File: src/rtl/serial_rx_frontend_if.sv
// rtl/serial_rx_frontend_if.sv - recovered-bit strobe channel from the receiver to the SIPO write side
interface serial_rx_frontend_if;
    logic bit_valid;
    logic bit_data;
    logic bit_ready;

    modport master (output bit_valid, output bit_data, input bit_ready);
    modport slave  (input bit_valid, input bit_data, output bit_ready);
endinterface

File: src/rtl/serial_rx_frontend.sv
// rtl/serial_rx_frontend.sv - oversampling start/stop serial receiver emitting one strobe per data bit
// Optional even-parity bit is built when SERIAL_RX_PARITY_EN is defined.
module serial_rx_frontend #(
    parameter int OVERSAMPLE = 8,
    parameter int FRAME_BITS = 8
) (
    input  logic                  clk,
    input  logic                  rstn,
    input  logic                  i_rxd,
    input  logic                  i_overrun_clr,
    serial_rx_frontend_if.master  bit_if,
    output logic                  o_frame_done,
    output logic                  o_framing_err,
    output logic                  o_parity_err,
    output logic                  o_overrun,
    output logic                  o_busy
);
    localparam int CW = $clog2(OVERSAMPLE);
    localparam int IW = (FRAME_BITS > 1) ? $clog2(FRAME_BITS) : 1;

    typedef enum logic [2:0] {
        S_IDLE,
        S_START,
        S_DATA,
`ifdef SERIAL_RX_PARITY_EN
        S_PARITY,
`endif
        S_STOP,
        S_WAIT_IDLE
    } state_t;

    state_t          r_state;
    logic            r_sync1;
    logic            r_sync2;
    logic [2:0]      r_hist;
    logic [CW-1:0]   r_cnt;
    logic [IW-1:0]   r_idx;
    logic            r_bit_valid;
    logic            r_bit_data;
    logic            r_frame_done;
    logic            r_framing_err;
    logic            r_overrun;
    logic            r_busy;
`ifdef SERIAL_RX_PARITY_EN
    logic            r_par;
    logic            r_parity_err;
`endif

    logic w_vote;
    logic w_mid;
    logic w_end;
    logic w_last_bit;

    assign w_vote     = (r_hist[0] & r_hist[1]) | (r_hist[0] & r_hist[2]) | (r_hist[1] & r_hist[2]);
    assign w_mid      = (r_cnt == CW'(OVERSAMPLE / 2 - 1));
    assign w_end      = (r_cnt == CW'(OVERSAMPLE - 1));
    assign w_last_bit = (r_idx == IW'(FRAME_BITS - 1));

    always_ff @(posedge clk) begin
        if (!rstn) begin
            r_state       <= S_IDLE;
            r_sync1       <= 1'b1;
            r_sync2       <= 1'b1;
            r_hist        <= 3'b111;
            r_cnt         <= '0;
            r_idx         <= '0;
            r_bit_valid   <= 1'b0;
            r_bit_data    <= 1'b0;
            r_frame_done  <= 1'b0;
            r_framing_err <= 1'b0;
            r_overrun     <= 1'b0;
            r_busy        <= 1'b0;
`ifdef SERIAL_RX_PARITY_EN
            r_par         <= 1'b0;
            r_parity_err  <= 1'b0;
`endif
        end else begin
            r_sync1       <= i_rxd;
            r_sync2       <= r_sync1;
            r_hist        <= {r_hist[1:0], r_sync2};
            r_bit_valid   <= 1'b0;
            r_frame_done  <= 1'b0;
            r_framing_err <= 1'b0;
`ifdef SERIAL_RX_PARITY_EN
            r_parity_err  <= 1'b0;
`endif
            r_busy        <= (r_state != S_IDLE);
            r_cnt         <= r_cnt + 1'b1;

            // A new overrun in the same cycle as a clear must survive.
            if (r_bit_valid && !bit_if.bit_ready) begin
                r_overrun <= 1'b1;
            end else if (i_overrun_clr) begin
                r_overrun <= 1'b0;
            end

            case (r_state)
                S_IDLE: begin
                    r_cnt <= '0;
                    r_idx <= '0;
`ifdef SERIAL_RX_PARITY_EN
                    r_par <= 1'b0;
`endif
                    if (!r_hist[0]) begin
                        r_state <= S_START;
                    end
                end
                S_START: begin
                    if (w_mid) begin
                        r_cnt   <= '0;
                        r_state <= w_vote ? S_IDLE : S_DATA;
                    end
                end
                S_DATA: begin
                    if (w_end) begin
                        r_cnt       <= '0;
                        r_bit_valid <= 1'b1;
                        r_bit_data  <= w_vote;
`ifdef SERIAL_RX_PARITY_EN
                        r_par       <= r_par ^ w_vote;
`endif
                        if (w_last_bit) begin
                            r_idx   <= '0;
`ifdef SERIAL_RX_PARITY_EN
                            r_state <= S_PARITY;
`else
                            r_state <= S_STOP;
`endif
                        end else begin
                            r_idx <= r_idx + 1'b1;
                        end
                    end
                end
`ifdef SERIAL_RX_PARITY_EN
                S_PARITY: begin
                    if (w_end) begin
                        r_cnt        <= '0;
                        r_parity_err <= (w_vote != r_par);
                        r_state      <= S_STOP;
                    end
                end
`endif
                S_STOP: begin
                    if (w_end) begin
                        r_cnt <= '0;
                        if (w_vote) begin
                            r_frame_done <= 1'b1;
                            r_state      <= S_IDLE;
                        end else begin
                            r_framing_err <= 1'b1;
                            r_state       <= S_WAIT_IDLE;
                        end
                    end
                end
                S_WAIT_IDLE: begin
                    // Held here through a line break until the line returns high.
                    r_cnt <= '0;
                    if (r_hist[0]) begin
                        r_state <= S_IDLE;
                    end
                end
                default: begin
                    r_cnt   <= '0;
                    r_state <= S_IDLE;
                end
            endcase
        end
    end

    assign bit_if.bit_valid = r_bit_valid;
    assign bit_if.bit_data  = r_bit_data;
    assign o_frame_done     = r_frame_done;
    assign o_framing_err    = r_framing_err;
    assign o_overrun        = r_overrun;
    assign o_busy           = r_busy;
`ifdef SERIAL_RX_PARITY_EN
    assign o_parity_err     = r_parity_err;
`else
    assign o_parity_err     = 1'b0;
`endif

endmodule

File: src/flat_wrapper.sv
// flat-port wrapper written by rule: the top's interface ports become plain ports
module serial_rx_frontend_flat 
#(
    parameter int OVERSAMPLE = 8,
    parameter int FRAME_BITS = 8
)
  (clk, rstn, i_rxd, i_overrun_clr, o_frame_done, o_framing_err, o_parity_err, o_overrun, o_busy, bit_if_bit_valid, bit_if_bit_data, bit_if_bit_ready);
  serial_rx_frontend_if bit_if_i ();
  input  logic clk;
  input  logic rstn;
  input  logic i_rxd;
  input  logic i_overrun_clr;
  output logic o_frame_done;
  output logic o_framing_err;
  output logic o_parity_err;
  output logic o_overrun;
  output logic o_busy;
  output wire logic [$bits(bit_if_i.bit_valid)-1:0] bit_if_bit_valid;
  output wire logic [$bits(bit_if_i.bit_data)-1:0] bit_if_bit_data;
  input wire logic [$bits(bit_if_i.bit_ready)-1:0] bit_if_bit_ready;
  assign bit_if_bit_valid = bit_if_i.bit_valid;
  assign bit_if_bit_data = bit_if_i.bit_data;
  assign bit_if_i.bit_ready = bit_if_bit_ready;
  serial_rx_frontend #(.OVERSAMPLE(OVERSAMPLE), .FRAME_BITS(FRAME_BITS)) u_core (.clk(clk), .rstn(rstn), .i_rxd(i_rxd), .i_overrun_clr(i_overrun_clr), .bit_if(bit_if_i), .o_frame_done(o_frame_done), .o_framing_err(o_framing_err), .o_parity_err(o_parity_err), .o_overrun(o_overrun), .o_busy(o_busy));
endmodule
File: config.mk
export PLATFORM = sky130hd
export DESIGN_NAME = serial_rx_frontend_flat
export DESIGN_NICKNAME = d
export VERILOG_FILES = /design/src/rtl/serial_rx_frontend_if.sv /design/src/rtl/serial_rx_frontend.sv /design/src/flat_wrapper.sv
export SDC_FILE = /design/constraint.sdc
export NUM_CORES = 1
export LEC_CHECK = 0
export ABC_AREA = 1
export BUFFER_PORTS_ARGS = -buffer_cell sky130_fd_sc_hd__buf_4
export CORE_MARGIN = 4
export CORE_UTILIZATION = 40
export CTS_CLUSTER_DIAMETER = 40
export DETAILED_ROUTE_END_ITERATION = 12
export MAX_ROUTING_LAYER = met4
export PLACE_DENSITY_LB_ADDON = 0.08
export SLEW_MARGIN = 20
export SYNTH_ARGS = -nofsm -noshare
export SYNTH_HDL_FRONTEND = slang
export SYNTH_SLANG_ARGS = --single-unit
File: constraint.sdc
create_clock -name clk -period 1.3 [get_ports clk]
set_input_delay 0.26 -clock clk [delete_from_list [all_inputs] [get_ports clk]]
set_output_delay 0.26 -clock clk [all_outputs]
set_load 0.05 [all_outputs]
# Word-level counts from Yosys, hierarchy flattened
# Cells that the tools add are included.
[totals]
register_bits = 20
latch_bits = 0
ramBits = 0
romBits = 0
in_bits = 5
wordCells = 64
mem_count = 0
[classes]
n_addsub = 2
multipliers = 0
div_mod_pow = 0
order_cmp = 0
n_eq_ne = 13
shift = 0
n_mux = 20
n_bitwise = 5
reduce_logical = 12
[op_table]
columns = ["op", "n"]
rows = [
  ["$mux W3", 11],
  ["$pmux W3 S5", 1],
  ["$pmux W3 S2", 2],
  ["$ne A2 B1 Y1 const B", 5],
  ["$eq A3 B2 Y1 const B", 3],
  ["$eq A3 B3 Y1 const B", 3],
  ["$add A3 B1 Y3 const B", 2],
  ["$reduce_and A2 Y1", 3],
  ["$reduce_and A6 Y1", 1],
  ["$mux W1", 5],
  ["$reduce_bool A2 Y1", 2],
  ["$and A1 B1 Y1", 3],
  ["$eq A3 B1 Y1 const B", 1],
  ["$logic_not A3 Y1", 1],
  ["$reduce_and A3 Y1", 1],
  ["$reduce_bool A3 Y1", 1],
  ["$mux W2", 1],
  ["$ne A2 B2 Y1 const B", 1],
  ["$or A1 B1 Y1", 2],
  ["$reduce_or A2 Y1", 1],
  ["$logic_and A1 B1 Y1", 1],
  ["$logic_not A1 Y1", 1],
]

# Depth between registers and ports, before layout
# Gate-level depths: netlist (run 1).
[logic_depth]
ltp_word = 6
ltp_mapped = 9

# Worst setup path after synthesis (run 1)
# Ideal clock, no wire load.
[synth_timing]
path_type = "reg-to-reg"
startpoint = "register u_core.r_cnt[0]"
endpoint = "register u_core.r_idx[0]"
setup_time_ps = 116
arrival_ps = 1155
required_ps = 1184
path_slack_ps = 29
stages_incl_launch_ff = 9
path_buffers = 0
cell_sequence = "dfxtp_1 ha_1 ha_1 inv_1 nand3_1 nand2_1 inv_1 nor2_1 nor2_1"
[synth_between]
elab_chain_len = 3
[synth_rtl]
columns = ["element", "line", "text"]
rows = [
  ["start: declaration", "serial_rx_frontend.sv:36", "logic [CW-1:0] r_cnt;"],
  ["start signal: assignment", "serial_rx_frontend.sv:88", "r_cnt <= r_cnt + 1'b1;"],
  ["$eq A3 B3 Y1", "serial_rx_frontend.sv:56", "assign w_end = (r_cnt == CW'(OVERSAMPLE - 1));"],
  ["$ne A2 B1 Y1 (no source line)", "--", ""],
  ["$reduce_and A2 Y1 (no source line)", "--", ""],
  ["end signal: assignment", "serial_rx_frontend.sv:130", "r_idx <= r_idx + 1'b1;"],
  ["end: declaration", "serial_rx_frontend.sv:37", "logic [IW-1:0] r_idx;"],
]
# No other way between the ends.
# A chain may end at the register's enable or synchronous reset.

# Worst setup path in the final report (run 1)
[layout_timing]
startpoint = "register u_core.r_cnt[0]"
endpoint = "register u_core.r_idx[1]"
# The elaborated chain is that of the path after synthesis.

==> results of run 1 <==
[path summary, 6_finish.rpt]
check	slack (ns)	to	start
worst max-delay path	0.03	u_core.r_idx[1]	u_core.r_cnt[0]
worst min-delay path	0.13	u_core.r_sync1	i_rxd
worst max register to register	0.03	u_core.r_idx[1]	u_core.r_cnt[0]
worst min register to register	0.42	u_core.r_sync2	u_core.r_sync1
[cell usage after synthesis]
library cell,instances
a21oi_1,7
buf_2,1
buf_4,1
conb_1,1
dfxtp_1,20
ha_1,7
inv_1,19
nand2_1,24
nand2_2,1
nand3_1,5
nand3_2,1
nor2_1,16
nor2_2,3
nor3_1,1
nor4_1,1
o211ai_1,1
o21ai_0,4
o21bai_1,1
or2_2,4
[logic make-up after synthesis]
logic type	synth area share (%)
adder cells (fa/ha/maj)	9.82
AO/OA/AOI/OAI	7.85
buffers and inverters	9.40
AND/OR/NAND/NOR	27.6
other	0.420
flip-flops	44.9
[cell type report]
type	count	area (µm²)
Inverter	19	73.8
Clock buffer	3	22.5
Sequential cell	20	408
Clock inverter	1	30.0
Tap cell	27	33.8
Fill cell	195	811
Timing Repair Buffer	17	131
Multi-Input combinational cell	77	532
[flip-flops by register name, summed over array words and instances (netlist names)]
register and cells:
u_core.bit_if.bit_valid 1, u_core.o_framing_err 1, u_core.bit_if.bit_data 1, u_core.r_sync1 1, u_core.r_idx 3, u_core.o_overrun 1
u_core.r_hist 3, u_core.o_busy 1, u_core.o_frame_done 1, u_core.r_state 3, u_core.r_sync2 1, u_core.r_cnt 3
[where the power goes]
part	internal (mW)	switching (mW)	leakage [nW]
clock network	0.312	0.198	0.0279
logic	0.376	0.620	0.336
registers	0.700	0.0830	0.166
[layer usage]
| layer | up-vias | wire length (µm) |
|---|---|---|
| met5 | - | 0 |
| met4 | 0 | 21 |
| met3 | 2 | 54 |
| met2 | 8 | 956 |
| met1 | 339 | 793 |
| li1 | 402 | - |
[timing repair]
action / in CTS / in global routing
endpoints found under the setup margin: 7 / 11
setup buffers: 0 / 1
pin swaps: 3 / 10
gates cloned: 0 / 0
gates resized for setup: 13 / 22
==> impl_metrics.prom, run 1 <==
# TYPE chip_impl_metric gauge
chip_impl_metric{name="insertion_delay",unit="ns"} 0.31
chip_impl_metric{name="vdd_drop_max",unit="mV"} 0.983
chip_impl_metric{name="io_pins",unit=""} 12
chip_impl_info{name="tritoncts",value="built"} 1
chip_impl_metric{name="half_perimeter_wire_length_after_detailed_placement",unit="µm"} 1280
chip_impl_info{name="outcome",value="finished, final reports clean"} 1
chip_impl_metric{name="nNetsFinal",unit=""} 150
chip_impl_metric{name="numCtsBuffers",unit=""} 3
chip_impl_metric{name="std_cell_rows",unit=""} 16
chip_impl_metric{name="drive_gt1_share",unit="%"} 36.5
chip_impl_metric{name="maxClockFrequency",unit="GHz"} 0.785
chip_impl_metric{name="synth_nets",unit=""} 130
chip_impl_metric{name="placed_cells",unit=""} 159
chip_impl_metric{name="setup_total_negative_slack",unit="ns"} 0
chip_impl_metric{name="p_leak",unit="nW"} 0.529
chip_impl_metric{name="first_pass_iters",unit=""} 4
chip_impl_metric{name="start_util",unit="%"} 43.7
chip_impl_metric{name="h-tree-depth",unit=""} 1
chip_impl_metric{name="p_per_area",unit="nW/µm²"} 1860
chip_impl_metric{name="first_iteration_detailed_routing_drc_count",unit=""} 15
chip_impl_metric{name="setup_slack_after_placement",unit="ns"} -0.119
chip_impl_metric{name="finalSetupViolations",unit=""} 0
chip_impl_metric{name="crit_fanout",unit=""} 4
chip_impl_metric{name="grt_first_pass_wirelength",unit="µm"} 3200
chip_impl_metric{name="grt.met3_usage",unit="%"} 2.80
chip_impl_metric{name="fin_crit_sh",unit="%"} 98.0
chip_impl_metric{name="cell_count_of_the_worst_hold_path",unit=""} 2
chip_impl_info{name="most-common-layout-cells",value="nand2_1, inv_1, buf_4"} 1
chip_impl_info{name="crit_path_top_delay_cell",value="dfxtp_2"} 1
chip_impl_info{name="cells_along_the_critical_path",value="ha_4 -> ha_4 -> inv_4 -> nand3_4 -> nand2_2 -> inv_2 -> nand3_1 -> a21oi_1"} 1
chip_impl_metric{name="final_hold_viol_count",unit=""} 0
chip_impl_metric{name="holdBufCountCts",unit=""} 0
chip_impl_info{name="cts-root-buf",value="clkbuf_4"} 1
chip_impl_metric{name="crit_buf_inv",unit=""} 2
chip_impl_info{name="worst_setup_path_end_kind",value="register"} 1
chip_impl_metric{name="netlist.area_leader.share",unit="%"} 44.9
chip_impl_metric{name="grt_start_max_net_pins",unit=""} 13
chip_impl_info{name="cp_top_delay_family",value="flip-flops"} 1
chip_impl_metric{name="route.detailed.wl_per_inst",unit="µm"} 11.1
chip_impl_info{name="path_common_cell",value="ha_4"} 1
chip_impl_metric{name="route.detailed.vias_per_inst",unit=""} 4.58
chip_impl_metric{name="final_design_area_no_fill",unit="µm²"} 1230
chip_impl_info{name="rsz0062_at_grt",value="true"} 1
chip_impl_metric{name="groute.usage.overall",unit="%"} 13.2
chip_impl_metric{name="cts.sink_count",unit=""} 20
chip_impl_metric{name="die-area",unit="µm²"} 3050
chip_impl_metric{name="fin_max_slew_vios",unit=""} 0
chip_impl_metric{name="postRouteAntennaNets",unit=""} 0
chip_impl_metric{name="gp_routability_congestion",unit=""} 0.805
chip_impl_metric{name="gr-usage-met1",unit="%"} 15.4
chip_impl_info{name="worstHoldPathType",value="in -> reg"} 1
chip_impl_metric{name="area_delta_synth_final",unit="%"} 38.0
chip_impl_metric{name="synthesis.area",unit="µm²"} 892
chip_impl_metric{name="post-route-min-period",unit="ns"} 1.27
chip_impl_metric{name="final_cells",unit=""} 164
chip_impl_metric{name="crit_cells",unit=""} 8
chip_impl_metric{name="number_of_antenna_violations_at_the_first_check_in_global_routing",unit=""} 0
chip_impl_metric{name="synth_sequential_area_ratio",unit="%"} 44.9
chip_impl_metric{name="fp.dieW",unit="µm"} 55.2
chip_impl_info{name="global_route.peak_usage_layer",value="met2"} 1
chip_impl_metric{name="ys_ff_latch",unit=""} 20
chip_impl_metric{name="post_synth.cell_area_avg",unit="µm²"} 7.56
chip_impl_metric{name="timing.critical_path.arrival",unit="ns"} 1.47
chip_impl_metric{name="routed-via-count",unit=""} 751
chip_impl_info{name="setup.worst_path.class",value="reg -> reg"} 1
chip_impl_metric{name="post-route-drc-count",unit=""} 0
chip_impl_metric{name="clock_pin_slew_worst_setup_and_hold_paths",unit="ns"} 0.11
chip_impl_metric{name="synth_unique_cells",unit=""} 19
chip_impl_metric{name="sum_of_internal_switching_and_leakage_power",unit="mW"} 2.29
chip_impl_metric{name="core_area",unit="µm²"} 2040
chip_impl_metric{name="placement.io_buffers",unit=""} 10
chip_impl_metric{name="insertedDiodeCount",unit=""} 0
chip_impl_metric{name="synthesis.yosys.warnings",unit=""} 0
chip_impl_metric{name="place_area",unit="µm²"} 1030
chip_impl_metric{name="synth_cells",unit=""} 118
chip_impl_metric{name="setup_ws",unit="ns"} 0.0264
chip_impl_metric{name="fin_worst_hold_slack",unit="ns"} 0.132
chip_impl_metric{name="maxCapViolCount",unit=""} 0
chip_impl_info{name="worst_setup_path_start_kind",value="register"} 1
chip_impl_metric{name="grtUsageMet2",unit="%"} 21.6
chip_impl_metric{name="wirelength",unit="µm"} 1830
chip_impl_info{name="final_common_cell",value="nand2_1"} 1
chip_impl_metric{name="vias_in_the_first_global_route",unit=""} 752
chip_impl_metric{name="grt_overflow_total",unit=""} 0
chip_impl_metric{name="timing.critical_path.slowest_cell_delay",unit="ns"} 0.35
chip_impl_info{name="synth_top_cell_by_area",value="dfxtp_1"} 1
chip_impl_metric{name="worstRegToRegCells",unit=""} 8
chip_impl_metric{name="timing.clock.skew",unit="ns"} 0.00297
chip_impl_metric{name="ctsLongestPathBuffers",unit=""} 2
chip_impl_metric{name="die_height",unit="µm"} 55.2
chip_impl_metric{name="layout.core_utilization",unit="%"} 60.3
chip_impl_info{name="netlist_top_cells_area",value="dfxtp_1, nand2_1, ha_1, inv_1, nor2_1"} 1
chip_impl_metric{name="crit_required",unit="ns"} 1.50
Power figures use the tool's default switching activity.
==> run 2, diff against run 1 <==
Clock period 1.3 ns to 1.34 ns, I/O delays scaled along.
==> run 2 against run 1 <==
  * Via count rose by 2.1%
  * Combinational power fell by 8.4%
  * Critical endpoint is now u_core.r_cnt[2]
  * Die area did not move
  * Fmax rose by 1.2%
  * Critical path depth fell by 4
  * Clock power fell by 32%
==> impl_metrics.prom, run 2 (same netlist as run 1, synthesis figures left out) <==
# TYPE chip_impl_metric gauge
chip_impl_metric{name="p_clk_share",unit="%"} 17.3
chip_impl_metric{name="final_hold_viol_count",unit=""} 0
chip_impl_metric{name="cell_count_of_the_worst_hold_path",unit=""} 2
chip_impl_metric{name="p_leak",unit="nW"} 0.506
chip_impl_metric{name="wirelength",unit="µm"} 1720
chip_impl_metric{name="drive_gt1_share",unit="%"} 32.8
chip_impl_metric{name="core_area",unit="µm²"} 2040
chip_impl_info{name="cts-root-buf",value="clkbuf_4"} 1
chip_impl_metric{name="std_cell_rows",unit=""} 16
chip_impl_metric{name="share_of_total_power_consumed_by_net_switching",unit="%"} 41.7
chip_impl_metric{name="first_pass_iters",unit=""} 4
chip_impl_metric{name="grtUsageMet2",unit="%"} 18.8
chip_impl_metric{name="fin_worst_hold_slack",unit="ns"} 0.135
chip_impl_metric{name="finalSetupViolations",unit=""} 0
chip_impl_metric{name="io_pins",unit=""} 12
chip_impl_metric{name="gr-usage-met1",unit="%"} 15.5
chip_impl_metric{name="numCtsBuffers",unit=""} 3
chip_impl_metric{name="layout.core_utilization",unit="%"} 57.5
chip_impl_metric{name="die_height",unit="µm"} 55.2
chip_impl_metric{name="crit_fanout",unit=""} 4
chip_impl_metric{name="post-route-min-period",unit="ns"} 1.26
chip_impl_info{name="global_route.peak_usage_layer",value="met2"} 1
chip_impl_metric{name="seq_power_share",unit="%"} 37.7
chip_impl_info{name="setup.worst_path.class",value="reg -> reg"} 1
chip_impl_metric{name="cts.sink_count",unit=""} 20
chip_impl_info{name="tritoncts",value="built"} 1
chip_impl_metric{name="final_cells",unit=""} 161
chip_impl_metric{name="worstRegToRegCells",unit=""} 4
chip_impl_metric{name="grt_overflow_total",unit=""} 0
chip_impl_metric{name="placement.io_buffers",unit=""} 10
chip_impl_metric{name="cell_internal_pwr",unit="mW"} 1.18
chip_impl_metric{name="grt_start_max_net_pins",unit=""} 12
chip_impl_metric{name="first_iteration_detailed_routing_drc_count",unit=""} 29
chip_impl_metric{name="maxClockFrequency",unit="GHz"} 0.794
chip_impl_metric{name="maxCapViolCount",unit=""} 0
chip_impl_metric{name="timing.clock.skew",unit="ns"} 0.0120
chip_impl_info{name="worst_setup_path_end_kind",value="register"} 1
chip_impl_metric{name="grt.met3_usage",unit="%"} 4.43
chip_impl_metric{name="post-route-drc-count",unit=""} 0
chip_impl_info{name="final_common_cell",value="nand2_1"} 1
chip_impl_metric{name="groute.usage.overall",unit="%"} 12.6
chip_impl_metric{name="vdd_drop_max",unit="mV"} 0.870
chip_impl_metric{name="die-area",unit="µm²"} 3050
chip_impl_metric{name="route.detailed.wl_per_inst",unit="µm"} 10.7
chip_impl_info{name="rsz0062_at_grt",value="true"} 1
chip_impl_metric{name="holdBufCountCts",unit=""} 0
chip_impl_metric{name="power_switching",unit="mW"} 0.844
chip_impl_metric{name="postRouteAntennaNets",unit=""} 0
chip_impl_metric{name="placed_cells",unit=""} 155
chip_impl_metric{name="vias_in_the_first_global_route",unit=""} 706
chip_impl_metric{name="setup_ws",unit="ns"} 0.0811
chip_impl_metric{name="insertion_delay",unit="ns"} 0.31
chip_impl_metric{name="half_perimeter_wire_length_after_detailed_placement",unit="µm"} 1220
chip_impl_info{name="outcome",value="finished, final reports clean"} 1
chip_impl_metric{name="insertedDiodeCount",unit=""} 0
chip_impl_metric{name="h-tree-depth",unit=""} 1
chip_impl_metric{name="crit_required",unit="ns"} 1.59
chip_impl_metric{name="p_per_area",unit="nW/µm²"} 1720
chip_impl_metric{name="gp_routability_congestion",unit=""} 0.764
chip_impl_metric{name="grt_first_pass_wirelength",unit="µm"} 3020
chip_impl_metric{name="area_delta_synth_final",unit="%"} 31.7
chip_impl_metric{name="fin_max_slew_vios",unit=""} 0
chip_impl_info{name="most-common-layout-cells",value="nand2_1, inv_1, nor2_1"} 1
chip_impl_metric{name="fin_crit_sh",unit="%"} 94.0
chip_impl_metric{name="setup_total_negative_slack",unit="ns"} 0
chip_impl_metric{name="start_util",unit="%"} 43.7
chip_impl_metric{name="nNetsFinal",unit=""} 147
chip_impl_info{name="worst_setup_path_start_kind",value="register"} 1
chip_impl_metric{name="routed-via-count",unit=""} 767
chip_impl_metric{name="fp.dieW",unit="µm"} 55.2
chip_impl_metric{name="timing.critical_path.arrival",unit="ns"} 1.51
chip_impl_metric{name="ctsLongestPathBuffers",unit=""} 2
chip_impl_metric{name="clock_pin_slew_worst_setup_and_hold_paths",unit="ns"} 0.11
chip_impl_info{name="worstHoldPathType",value="in -> reg"} 1
chip_impl_metric{name="route.detailed.vias_per_inst",unit=""} 4.76
chip_impl_metric{name="number_of_antenna_violations_at_the_first_check_in_global_routing",unit=""} 0
chip_impl_metric{name="setup_slack_after_placement",unit="ns"} -0.0742
chip_impl_metric{name="combinational_cell_fraction_of_total_power",unit="%"} 45.0
## run 2: final timing paths
check	slack, ns	startpoint	to
worst max-delay path	0.08	u_core.r_cnt[1]	u_core.r_cnt[2]
worst min-delay path	0.14	i_rxd	u_core.r_sync1
worst max register to register	0.08	u_core.r_cnt[1]	u_core.r_cnt[2]
worst min register to register	0.43	u_core.r_sync1	u_core.r_sync2
## run 2: critical path: stages, from the launching register on
cell and delay [ns]:
dfxtp_2 0.35, ha_4 0.18, ha_1 0.26, or2_2 0.30, a21oi_2 0.11
## run 2: cell type report
class / instances / area [µm²]
fillers: 203 / 867
multi-input cells: 77 / 519
flip-flops and latches: 20 / 407
repair buffers: 14 / 105
inverters: 19 / 73.8
clock buffers: 4 / 36.3
well taps: 27 / 33.8
## run 2: timing repair
| action | CTS | global route |
|---|---|---|
| endpoints found under the setup margin | 5 | 9 |
| pin swaps | 0 | 8 |
| setup buffers | 0 | 2 |
| gates resized for setup | 5 | 24 |
## run 2: per-stage QoR
step                total power [mW]  area (µm²)
floorplan                       1.31         892
global placement                1.46        1000
detailed placement              1.47        1000
CTS                             1.86        1060
global route                    2.22        1170
finish                          2.02        1170
## run 2: metal layers
metal	wire, µm	vias to the layer above
li1	-	389
met4	23	0
met2	831	22
met5	0	-
met3	109	4
met1	760	352
## run 2: power groups by stage
stage | clock, mW | combinational [mW] | sequential (mW)
3_5_place_dp | 0 | 0.708 | 0.761
2_1_floorplan | 0 | 0.533 | 0.779
6_report | 0.349 | 0.912 | 0.763
5_1_grt | 0.384 | 1.06 | 0.777
3_3_place_gp | 0 | 0.700 | 0.762
4_1_cts | 0.360 | 0.753 | 0.751
==> run 3, diff against run 2 <==
Settings changed: CTS_BUF_LIST from default to sky130_fd_sc_hd__clkbuf_4.
==> run 3 against run 2 <==
  * Fmax about the same
  * Final area shrank 0.85%
  * Total power fell by 3.2%
  * Critical path type unchanged
  * Core utilization fell by 0.49 points
  * Flip-flop and latch count is the same
  * Worst setup slack about the same
  * Sequential share of layout area is 0.30 points higher
  * Largest power group unchanged
==> impl_metrics.prom, run 3 (same netlist as run 1, synthesis figures left out) <==
# TYPE chip_impl_metric gauge
chip_impl_metric{name="layout.core_utilization",unit="%"} 57.0
chip_impl_metric{name="clock_pin_slew_worst_setup_and_hold_paths",unit="ns"} 0.11
chip_impl_info{name="final_common_cell",value="nand2_1"} 1
chip_impl_metric{name="route.detailed.vias_per_inst",unit=""} 4.76
chip_impl_metric{name="vias_in_the_first_global_route",unit=""} 705
chip_impl_metric{name="route.detailed.wl_per_inst",unit="µm"} 10.5
chip_impl_info{name="tritoncts",value="built"} 1
chip_impl_metric{name="h-tree-depth",unit=""} 1
chip_impl_metric{name="final_hold_viol_count",unit=""} 0
chip_impl_metric{name="grt_first_pass_wirelength",unit="µm"} 3010
chip_impl_metric{name="fin_max_slew_vios",unit=""} 0
chip_impl_info{name="most-common-layout-cells",value="nand2_1, inv_1, nor2_1"} 1
chip_impl_info{name="cts-root-buf",value="clkbuf_4"} 1
chip_impl_metric{name="holdBufCountCts",unit=""} 0
chip_impl_metric{name="wirelength",unit="µm"} 1700
chip_impl_info{name="worst_setup_path_start_kind",value="register"} 1
chip_impl_metric{name="maxCapViolCount",unit=""} 0
chip_impl_metric{name="half_perimeter_wire_length_after_detailed_placement",unit="µm"} 1220
chip_impl_metric{name="groute.usage.overall",unit="%"} 12.5
chip_impl_metric{name="insertedDiodeCount",unit=""} 0
chip_impl_metric{name="placement.io_buffers",unit=""} 10
chip_impl_metric{name="timing.clock.skew",unit="ns"} 0.0128
chip_impl_metric{name="timing.critical_path.slowest_cell_delay",unit="ns"} 0.35
chip_impl_metric{name="routed-via-count",unit=""} 766
chip_impl_metric{name="post-route-min-period",unit="ns"} 1.26
chip_impl_info{name="cells_along_the_critical_path",value="ha_4 -> ha_1 -> or2_2 -> a21oi_2"} 1
chip_impl_info{name="rsz0062_at_grt",value="true"} 1
chip_impl_metric{name="grt_start_max_net_pins",unit=""} 12
chip_impl_metric{name="crit_required",unit="ns"} 1.58
chip_impl_metric{name="first_pass_iters",unit=""} 4
chip_impl_metric{name="numCtsBuffers",unit=""} 3
chip_impl_metric{name="area_delta_synth_final",unit="%"} 30.6
chip_impl_metric{name="p_per_area",unit="nW/µm²"} 1680
chip_impl_metric{name="insertion_delay",unit="ns"} 0.30
chip_impl_metric{name="timing.critical_path.arrival",unit="ns"} 1.50
chip_impl_metric{name="final_cells",unit=""} 161
chip_impl_metric{name="crit_buf_inv",unit=""} 0
chip_impl_info{name="worstHoldPathType",value="in -> reg"} 1
chip_impl_metric{name="p_leak",unit="nW"} 0.501
chip_impl_metric{name="drive_gt1_share",unit="%"} 32.1
chip_impl_metric{name="gp_routability_congestion",unit=""} 0.764
chip_impl_metric{name="die_height",unit="µm"} 55.2
chip_impl_metric{name="nNetsFinal",unit=""} 147
chip_impl_metric{name="grt_overflow_total",unit=""} 0
chip_impl_metric{name="postRouteAntennaNets",unit=""} 0
chip_impl_metric{name="fp.dieW",unit="µm"} 55.2
chip_impl_metric{name="vdd_drop_max",unit="mV"} 0.911
chip_impl_metric{name="sum_of_internal_switching_and_leakage_power",unit="mW"} 1.96
chip_impl_info{name="setup.worst_path.class",value="reg -> reg"} 1
chip_impl_metric{name="core_area",unit="µm²"} 2040
chip_impl_metric{name="first_iteration_detailed_routing_drc_count",unit=""} 17
chip_impl_metric{name="placed_cells",unit=""} 155
chip_impl_metric{name="io_pins",unit=""} 12
chip_impl_metric{name="maxClockFrequency",unit="GHz"} 0.794
chip_impl_info{name="outcome",value="finished, final reports clean"} 1
chip_impl_metric{name="die-area",unit="µm²"} 3050
chip_impl_metric{name="ctsLongestPathBuffers",unit=""} 2
chip_impl_metric{name="timing.reg2reg.setup_slack",unit="ns"} 0.08
chip_impl_metric{name="crit_fanout",unit=""} 4
chip_impl_info{name="crit_path_top_delay_cell",value="dfxtp_2"} 1
chip_impl_metric{name="finalSetupViolations",unit=""} 0
chip_impl_info{name="cp_top_delay_family",value="adder cells"} 1
chip_impl_metric{name="fin_crit_sh",unit="%"} 94.0
chip_impl_metric{name="start_util",unit="%"} 43.7
chip_impl_metric{name="post-route-drc-count",unit=""} 0
chip_impl_metric{name="std_cell_rows",unit=""} 16
chip_impl_metric{name="cts.sink_count",unit=""} 20
chip_impl_metric{name="number_of_antenna_violations_at_the_first_check_in_global_routing",unit=""} 0
chip_impl_info{name="worst_setup_path_end_kind",value="register"} 1
-- run 3: cell types whose count changed in the layout (fill, tap and decap cells not counted) --
cell,previous run,this run
clkinv_1,0,1
clkbuf_8,1,0
-- run 3: report_power, final --
part	switching [mW]	leakage [nW]	internal [mW]
combinational	0.572	0.320	0.339
sequential	0.0881	0.165	0.676
clock	0.176	0.0154	0.109
total	0.836	0.501	1.12
-- run 3: path summary, 6_finish.rpt --
kind         cells past startpoint            start         endpoint
max                              4  u_core.r_cnt[1]  u_core.r_cnt[2]
max reg2reg                      4  u_core.r_cnt[1]  u_core.r_cnt[2]
min reg2reg                      1   u_core.r_sync1   u_core.r_sync2
min                              2            i_rxd   u_core.r_sync1
-- run 3: layout make-up --
cell class                 instances  area, µm²
fill                             204        877
multi-input combinational         77        519
sequential                        20        407
timing repair buffer              14        105
inverter                          19       73.8
tap                               27       33.8
clock buffer                       3       22.5
clock inverter                     1       3.75
-- run 3: what timing repair did --
action,4_1_cts,5_1_grt
setup buffers,0,2
resized for setup,5,24
setup endpoints to repair,5,9
pin swaps,0,8
-- run 3: routing by layer --
layer,part of all wire [%],global-route usage (%)
met5,0,-
met4,0.88,4.17
met3,7.4,4.43
met2,48,18.8
met1,43,15.5
-- run 3: per-stage QoR --
step | TNS (ns) | hold WS [ns] | cell area, µm² | setup WS (ns)
floorplan | 0 | 0.375 | 892 | 0.0694
global placement | -0.119 | 0.394 | 1000 | -0.0435
detailed placement | -0.246 | 0.401 | 1000 | -0.0742
CTS | 0 | 0.134 | 1050 | 0.0210
global route | -0.136 | 0.119 | 1160 | -0.0384
finish | 0 | 0.143 | 1160 | 0.0810
-- run 3: worst reg2reg max path, cell delays in order (launching register included) --
cell     delay, ns
dfxtp_2       0.35
ha_4          0.18
ha_1          0.26
or2_2         0.30
a21oi_2       0.11
